## config.mk

```make
export PLATFORM = sky130hd
export DESIGN_NAME = coherence_bus_ctrl
export DESIGN_NICKNAME = d
export VERILOG_FILES = /design/src/rtl/coherence_bus_ctrl_pkg.sv /design/src/rtl/coherence_bus_ctrl_rr_arbiter.sv /design/src/rtl/coherence_bus_ctrl.sv
export SDC_FILE = /design/constraint.sdc
export NUM_CORES = 1
export LEC_CHECK = 0
export BUFFER_PORTS_ARGS = -buffer_cell sky130_fd_sc_hd__buf_2
export CAP_MARGIN = 20
export CORE_MARGIN = 2
export CORE_UTILIZATION = 53
export CTS_CLUSTER_DIAMETER = 150
export DETAILED_ROUTE_END_ITERATION = 8
export PLACE_DENSITY = 0.95
export SLEW_MARGIN = 10
export SYNTH_ARGS = -nofsm -noshare
export SYNTH_HDL_FRONTEND = slang
export SYNTH_SLANG_ARGS = --single-unit
```

## constraint.sdc

```tcl
create_clock -name clk -period 6.95 [get_ports clk]
set_clock_uncertainty 0.15 [all_clocks]
set_input_delay 1.0425 -clock clk [delete_from_list [all_inputs] [get_ports clk]]
set_output_delay 1.0425 -clock clk [all_outputs]
set_load 0.05 [all_outputs]
```

## src/rtl/coherence_bus_ctrl_pkg.sv

```systemverilog
// Shared types for the snooping bus controller: bus operations, controller
// states, MSI block-state encodings and a lowest-set-bit helper.
package coherence_bus_ctrl_pkg;

  typedef enum logic [1:0] {
    NOOP     = 2'b00,
    BUS_RD   = 2'b01,
    BUS_RDX  = 2'b10,
    BUS_UPGR = 2'b11
  } bus_op_t;

  typedef enum logic [2:0] {
    IDLE  = 3'd0,
    SNOOP = 3'd1,
    INV   = 3'd2,
    XFER  = 3'd3,
    MEM   = 3'd4,
    DONE  = 3'd5
  } bus_state_t;

  typedef enum logic [1:0] {
    MSI_I = 2'b00,
    MSI_S = 2'b01,
    MSI_M = 2'b10
  } msi_state_t;

  // Index of the lowest set bit (0 when none set); up to 8 cores.
  function automatic logic [2:0] lowest_set_idx(input logic [7:0] vec);
    logic [2:0] idx;
    idx = 3'd0;
    for (int i = 7; i >= 0; i--) begin
      if (vec[i]) begin
        idx = 3'(i);
      end else begin
        idx = idx;
      end
    end
    return idx;
  endfunction

endpackage

```

## src/rtl/coherence_bus_ctrl_rr_arbiter.sv

```systemverilog
// Round-robin arbiter: first requester at or after ptr, wrapping modulo NUM_CPU.
module coherence_bus_ctrl_rr_arbiter #(
  parameter int NUM_CPU = 4
) (
  input  logic [NUM_CPU-1:0]         req,
  input  logic [$clog2(NUM_CPU)-1:0] ptr,
  output logic                       valid,
  output logic [NUM_CPU-1:0]         gnt,
  output logic [$clog2(NUM_CPU)-1:0] idx
);
  localparam int IDX_W = $clog2(NUM_CPU);

  logic [IDX_W-1:0] cand_s;

  // Scan candidates starting at the pointer; the first requester wins.
  always_comb begin
    valid  = 1'b0;
    gnt    = '0;
    idx    = '0;
    cand_s = '0;
    for (int i = 0; i < NUM_CPU; i++) begin
      cand_s = IDX_W'((int'(ptr) + i) % NUM_CPU);
      if (!valid && req[cand_s]) begin
        valid       = 1'b1;
        gnt[cand_s] = 1'b1;
        idx         = cand_s;
      end else begin
        valid = valid;
      end
    end
  end

endmodule

```

## src/rtl/coherence_bus_ctrl.sv

```systemverilog
// coherence_bus_ctrl: round-robin snooping bus controller for NUM_CPU private
// MSI D-caches sharing one dmem port. All outputs are registered.
// Optional build macro BUS_WDOG_EN: memory-wait watchdog that aborts a
// transaction with a one-cycle bus_err pulse after WDOG_CYCLES cycles.
module coherence_bus_ctrl #(
  parameter int NUM_CPU     = 4,
  parameter int ADDR_W      = 13,
  parameter int WDOG_CYCLES = 64
) (
  input  logic                        clk,
  input  logic                        rst,
  input  logic [NUM_CPU-1:0]          rd_miss,
  input  logic [NUM_CPU-1:0]          wr_miss,
  input  logic [NUM_CPU-1:0]          upgr,
  input  logic [NUM_CPU*ADDR_W-1:0]   req_addr,
  input  logic [NUM_CPU-1:0]          snoop_hit,
  input  logic [NUM_CPU-1:0]          snoop_dirty,
  input  logic                        mem_rdy,
  output logic [NUM_CPU-1:0]          grant,
  output logic [ADDR_W-1:0]           bus_addr,
  output logic [1:0]                  bus_op,
  output logic [NUM_CPU-1:0]          snoop_req,
  output logic [NUM_CPU-1:0]          inv,
  output logic                        fill_from_cpu,
  output logic [$clog2(NUM_CPU)-1:0]  fill_src,
  output logic                        mem_req,
  output logic                        mem_we,
  output logic [NUM_CPU-1:0]          done,
  output logic                        bus_err
);
  import coherence_bus_ctrl_pkg::*;

  localparam int IDX_W = $clog2(NUM_CPU);

  bus_state_t         state_r, state_s;
  logic [IDX_W-1:0]   owner_idx_r, ptr_r, arb_idx_s, dirty_idx_s;
  logic [NUM_CPU-1:0] owner_oh_r, owner_oh_nxt_s, arb_gnt_s, req_any_s, dirty_s;
  bus_op_t            op_r, arb_op_s, op_nxt_s;
  logic [ADDR_W-1:0]  addr_r, arb_addr_s, addr_nxt_s;
  logic [ADDR_W-1:0]  addr_arr_s [NUM_CPU];
  logic               arb_valid_s, dirty_any_s, wdog_expire_s, active_s;

  logic [NUM_CPU-1:0] grant_s, snoop_req_s, inv_s, done_s;
  logic [ADDR_W-1:0]  bus_addr_s;
  bus_op_t            bus_op_s;
  logic               ffc_s, mem_req_s, mem_we_s, bus_err_s;
  logic [IDX_W-1:0]   fill_src_s;

  // Clean hits never supply data, so snoop_hit only matters to the caches.
  logic unused_hit_s;
  assign unused_hit_s = ^snoop_hit;

  // Collapse per-core request kinds and split the packed address bus.
  always_comb begin
    req_any_s = rd_miss | wr_miss | upgr;
    for (int i = 0; i < NUM_CPU; i++) begin
      addr_arr_s[i] = req_addr[i*ADDR_W +: ADDR_W];
    end
  end

  coherence_bus_ctrl_rr_arbiter #(.NUM_CPU(NUM_CPU)) u_arb (
    .req   (req_any_s),
    .ptr   (ptr_r),
    .valid (arb_valid_s),
    .gnt   (arb_gnt_s),
    .idx   (arb_idx_s)
  );

  // Winner's operation (upgrade beats write miss beats read miss) and address.
  always_comb begin
    if (upgr[arb_idx_s]) begin
      arb_op_s = BUS_UPGR;
    end else if (wr_miss[arb_idx_s]) begin
      arb_op_s = BUS_RDX;
    end else if (rd_miss[arb_idx_s]) begin
      arb_op_s = BUS_RD;
    end else begin
      arb_op_s = NOOP;
    end
    arb_addr_s = addr_arr_s[arb_idx_s];
  end

  // Dirty owner among the snooped cores; lowest index wins on a protocol error.
  always_comb begin
    dirty_s     = snoop_dirty & ~owner_oh_r;
    dirty_any_s = |dirty_s;
    dirty_idx_s = IDX_W'(lowest_set_idx(8'(dirty_s)));
  end

`ifdef BUS_WDOG_EN
  localparam int WD_W = $clog2(WDOG_CYCLES + 1);
  logic [WD_W-1:0] wdog_cnt_r;

  assign wdog_expire_s = ((state_r == MEM) || (state_r == XFER)) && !mem_rdy &&
                         (wdog_cnt_r == WD_W'(WDOG_CYCLES - 1));

  // Count consecutive cycles spent waiting on dmem; clear on any exit.
  always_ff @(posedge clk) begin
    if (rst) begin
      wdog_cnt_r <= '0;
    end else if (((state_r == MEM) || (state_r == XFER)) && (state_s == state_r)) begin
      wdog_cnt_r <= wdog_cnt_r + WD_W'(1);
    end else begin
      wdog_cnt_r <= '0;
    end
  end
`else
  logic unused_wdog_s;
  assign unused_wdog_s = (WDOG_CYCLES != 0);
  assign wdog_expire_s = 1'b0;
`endif

  // Next-state logic of the transaction FSM.
  always_comb begin
    state_s = state_r;
    case (state_r)
      IDLE: begin
        if (arb_valid_s) state_s = SNOOP;
        else             state_s = IDLE;
      end
      SNOOP: begin
        if (op_r == BUS_UPGR) state_s = INV;
        else if (dirty_any_s) state_s = XFER;
        else                  state_s = MEM;
      end
      INV: state_s = DONE;
      XFER, MEM: begin
        if (mem_rdy)            state_s = DONE;
        else if (wdog_expire_s) state_s = IDLE;
        else                    state_s = state_r;
      end
      DONE:    state_s = IDLE;
      default: state_s = IDLE;
    endcase
  end

  // Output values for the coming cycle, derived from the next state.
  always_comb begin
    active_s       = (state_s != IDLE);
    owner_oh_nxt_s = (state_r == IDLE) ? arb_gnt_s  : owner_oh_r;
    op_nxt_s       = (state_r == IDLE) ? arb_op_s   : op_r;
    addr_nxt_s     = (state_r == IDLE) ? arb_addr_s : addr_r;
    grant_s        = active_s ? owner_oh_nxt_s : '0;
    bus_addr_s     = active_s ? addr_nxt_s : '0;
    bus_op_s       = active_s ? op_nxt_s : NOOP;
    snoop_req_s    = (state_s == SNOOP) ? ~owner_oh_nxt_s : '0;
    if (state_s == INV) begin
      inv_s = ~owner_oh_r;
    end else if ((state_r == SNOOP) && (op_r == BUS_RDX) &&
                 ((state_s == MEM) || (state_s == XFER))) begin
      inv_s = ~owner_oh_r;
    end else begin
      inv_s = '0;
    end
    mem_req_s = (state_s == MEM) || (state_s == XFER);
    mem_we_s  = (state_s == XFER);
    done_s    = (state_s == DONE) ? owner_oh_r : '0;
    if (state_r == SNOOP) begin
      ffc_s      = (state_s == XFER);
      fill_src_s = (state_s == XFER) ? dirty_idx_s : '0;
    end else if (state_s == IDLE) begin
      ffc_s      = 1'b0;
      fill_src_s = '0;
    end else begin
      ffc_s      = fill_from_cpu;
      fill_src_s = fill_src;
    end
    bus_err_s = wdog_expire_s;
  end

  // FSM state register.
  always_ff @(posedge clk) begin
    if (rst) state_r <= IDLE;
    else     state_r <= state_s;
  end

  // Latch the winning core, operation and address at grant time.
  always_ff @(posedge clk) begin
    if (rst) begin
      owner_idx_r <= '0;
      owner_oh_r  <= '0;
      op_r        <= NOOP;
      addr_r      <= '0;
    end else if ((state_r == IDLE) && arb_valid_s) begin
      owner_idx_r <= arb_idx_s;
      owner_oh_r  <= arb_gnt_s;
      op_r        <= arb_op_s;
      addr_r      <= arb_addr_s;
    end else begin
      owner_idx_r <= owner_idx_r;
      owner_oh_r  <= owner_oh_r;
      op_r        <= op_r;
      addr_r      <= addr_r;
    end
  end

  // Round-robin pointer moves past the owner on completion or abort.
  always_ff @(posedge clk) begin
    if (rst) begin
      ptr_r <= '0;
    end else if ((state_r == DONE) || wdog_expire_s) begin
      ptr_r <= (owner_idx_r == IDX_W'(NUM_CPU - 1)) ? '0 : owner_idx_r + IDX_W'(1);
    end else begin
      ptr_r <= ptr_r;
    end
  end

  // Registered bus outputs.
  always_ff @(posedge clk) begin
    if (rst) begin
      grant         <= '0;
      bus_addr      <= '0;
      bus_op        <= NOOP;
      snoop_req     <= '0;
      inv           <= '0;
      fill_from_cpu <= 1'b0;
      fill_src      <= '0;
      mem_req       <= 1'b0;
      mem_we        <= 1'b0;
      done          <= '0;
      bus_err       <= 1'b0;
    end else begin
      grant         <= grant_s;
      bus_addr      <= bus_addr_s;
      bus_op        <= bus_op_s;
      snoop_req     <= snoop_req_s;
      inv           <= inv_s;
      fill_from_cpu <= ffc_s;
      fill_src      <= fill_src_s;
      mem_req       <= mem_req_s;
      mem_we        <= mem_we_s;
      done          <= done_s;
      bus_err       <= bus_err_s;
    end
  end

endmodule

```

==> flow_summary.toml <==
[setup_path]
cp_slowest_cell = "or2_1"
max_stage_delay_ns = 0.73
r2r-end = "bus_op[0]"
required_ns = 7.00
crit_type = "reg2reg"
endpoint_kind = "flop"
rr_worst_depth = 8
rr_startpoint = "ptr_r[0]"
r2r_setup_slack_ns = 2.81
cp-start-kind = "flop"
arrival_ns = 4.19
crit_path_max_fanout = 18
cp_cell_sequence = "inv_1 -> ha_1 -> a21oi_1 -> a211oi_1 -> or2_1 -> mux4_1 -> a21oi_1 -> a211oi_1"

[placement]
io_buffers = 106
gp_congestion = 0.9033
post_dp_cell_area_um2 = 3610
dp_hpwl_um = 6142

[yosys]
yosysWarnings = 0
synth.avg_cell_area_um2 = 9.096
yosysUniqueCellTypes = 49
netlist_instances = 341
syn_nets = 425
synthFlopType = "dfxtp_1"
syn_area_um2 = 3102
synth-seq-cells = 62
ys_seq_area_share_pct = 40.02
synthArstFlopShare_pct = 0
synth_edf_count = 0

[clock_tree]
cts_hold_buf = 0
cts_setup_buffers = 0
cts_resized = 0
clock_latency_ns = 0.34
cts_htree_levels = 3
cts_tree = "done"
clk_path_buf_depth = 2
cts_buffers = 9
root_buffer = "clkbuf_8"
cts_sinks = 62
path_clk_slew_ns = 0.07

[global_routing]
grt_usage_pct = 28.48
antenna_found_initial = 0
grt_max_degree = 23
grt_pass1_vias = 3014
grt_pass1_wl_um = 14020
overflow = 0

[routing]
drt_iter0_drc = 322
wire_per_inst_um = 17.21
drtAntennaViolNets = 0
vias = 3055
drc = 0
wirelength_um = 8895
post_drt_via_cell_ratio = 5.909
dr.pass1.iters = 6

[layout]
syn2layout_area_growth_pct = 23.80
layout.nets = 524
layout-drive-gt1-share_pct = 30.34
diodes = 0
final_area_um2 = 3840
final_util_pct = 68.89

[die]
die-area_um2 = 6480
start_util_pct = 55.65
core_area_um2 = 5574
num_rows = 27
die_h_um = 80.50
die_w_um = 80.50
io-pin-count = 112

[sta]
holdWs_ns = 0.2969
tns_ns = 0
final-hold-violation-count = 0
max_freq_mhz = 241.5
post-route-period-util_pct = 59.57
setup_viol_count_final = 0
worstMarginPinSlew_ns = 1.044
slew_headroom_pct = 30.38
period_needed_ns = 4.140
slew_violations = 0
rsz0062_at_grt = "no"

[hold_path]
min_path_cells = 2
holdPathEnd = "addr_r[1]"
hold_path.startpoint = "addr_r[1]"
min_path_type = "reg2reg"

[status]
status = "complete, no violations"

[power_and_ir_drop]
leakagePower_nw = 1.747
ir_drop_v = 0.0002222
power.density_nw_per_um2 = 338.3

[flow_run]
drv_cap = 0
area by class of cell:
cell class | instances | area, um^2
inverter | 25 | 93.84
fill | 385 | 1734
clock buffer | 14 | 182.7
multi-input combinational | 234 | 1652
tap | 72 | 90.09
sequential | 62 | 1241
clock inverter | 2 | 37.54
timing repair buffer | 108 | 543.0
flip-flops by register name, indices dropped and copies added, names as in the netlist, 2 cells and up:
register and count:
bus_addr 13, state_r 3, addr_r 13, ptr_r 2, bus_op 2, op_r 2, snoop_req 4, fill_src 2
grant 4, owner_oh_r 4, owner_idx_r 2, done 4, inv 4
where the power goes:
| part | leakage (nW) | switching (W) | internal, W |
|---|---|---|---|
| Clock | 0.109 | 0.000137 | 0.000205 |
| Combinational | 1.13 | 0.000349 | 0.000135 |
| Sequential | 0.509 | 0.0000423 | 0.000431 |
| Total | 1.75 | 0.000528 | 0.000771 |
worst max-delay path by stage:
stage               start  slack (ns)  cells past startpoint        end
2_1_floorplan  wr_miss[1]        3.62                      8  bus_op[0]
4_1_cts        wr_miss[1]        2.95                      8    op_r[0]
3_3_place_gp   wr_miss[1]        2.78                      8  bus_op[0]
3_5_place_dp   wr_miss[1]        2.65                      8    op_r[0]
5_1_grt          ptr_r[0]        2.67                      8  bus_op[0]
6_report         ptr_r[0]        2.81                      8  bus_op[0]
metal layers:
metal / vias up / global-route usage (%) / routed length [um]
met4: 0 / 12.20 / 302
met2: 191 / 49.75 / 4654
met3: 37 / 8.989 / 764
li1: 1408 / - / -
met5: - / 0 / 0
met1: 1419 / 31.72 / 3173
cells by family after synthesis:
logic type | after synthesis | synth area share [%]
and+or+nand+nor | 135 | 19.89
DFF | 62 | 40.02
muxes | 18 | 13.88
adders and majority gates | 9 | 3.631
AOI/OAI and AO/OA | 71 | 15.65
other | 1 | 0.1209
buffers and inverters | 45 | 6.817
per-stage QoR:
step / cells / setup WS (ns) / power, W
2_1_floorplan: 341 / 3.620 / 0.0008322
3_3_place_gp: 499 / 2.775 / 0.0009248
3_5_place_dp: 500 / 2.649 / 0.0009454
4_1_cts: 516 / 2.949 / 0.001285
5_1_grt: 517 / 2.674 / 0.001356
6_report: 517 / 2.810 / 0.001299
worst max-delay path, delay by kind of cell (launching register included):
| family | cells | cell delay (ns) |
|---|---|---|
| AOI/OAI and AO/OA | 4 | 0.81 |
| adders and majority gates | 1 | 0.58 |
| buffers and inverters | 1 | 0.31 |
| DFF | 1 | 0.69 |
| muxes | 1 | 0.69 |
| and+or+nand+nor | 1 | 0.73 |
Yosys cell counts, drive strengths merged, types with 4 or more instances:
cell	n	area, um^2
nor2b	7	43.79
inv	25	93.84
mux4	17	420.4
nand2	52	195.2
buf	9	75.07
ha	9	112.6
and2	5	31.28
clkbuf	11	42.54
dfxtp	62	1241
a22oi	6	45.04
nor3b	4	30.03
a221oi	4	35.03
or3	4	25.02
a211oi	11	82.58
nor2	38	142.6
o21ai	18	90.09
nand2b	4	25.02
nor3	12	65.06
a21oi	12	60.06
cells in the final DEF (no fill, tap or decap), drive strengths merged, types with 5 or more instances in the layout:
cell,synthesis,final
o21ai,18,18
dfxtp,62,62
nand2,52,52
and2,5,5
a21oi,12,12
ha,9,9
buf,9,107
inv,25,25
a22oi,6,6
nor2,38,38
clkbuf,11,15
nor3,12,12
mux4,17,17
a211oi,11,11
nor2b,7,7
Note: power is estimated with default switching activity, not from simulation.
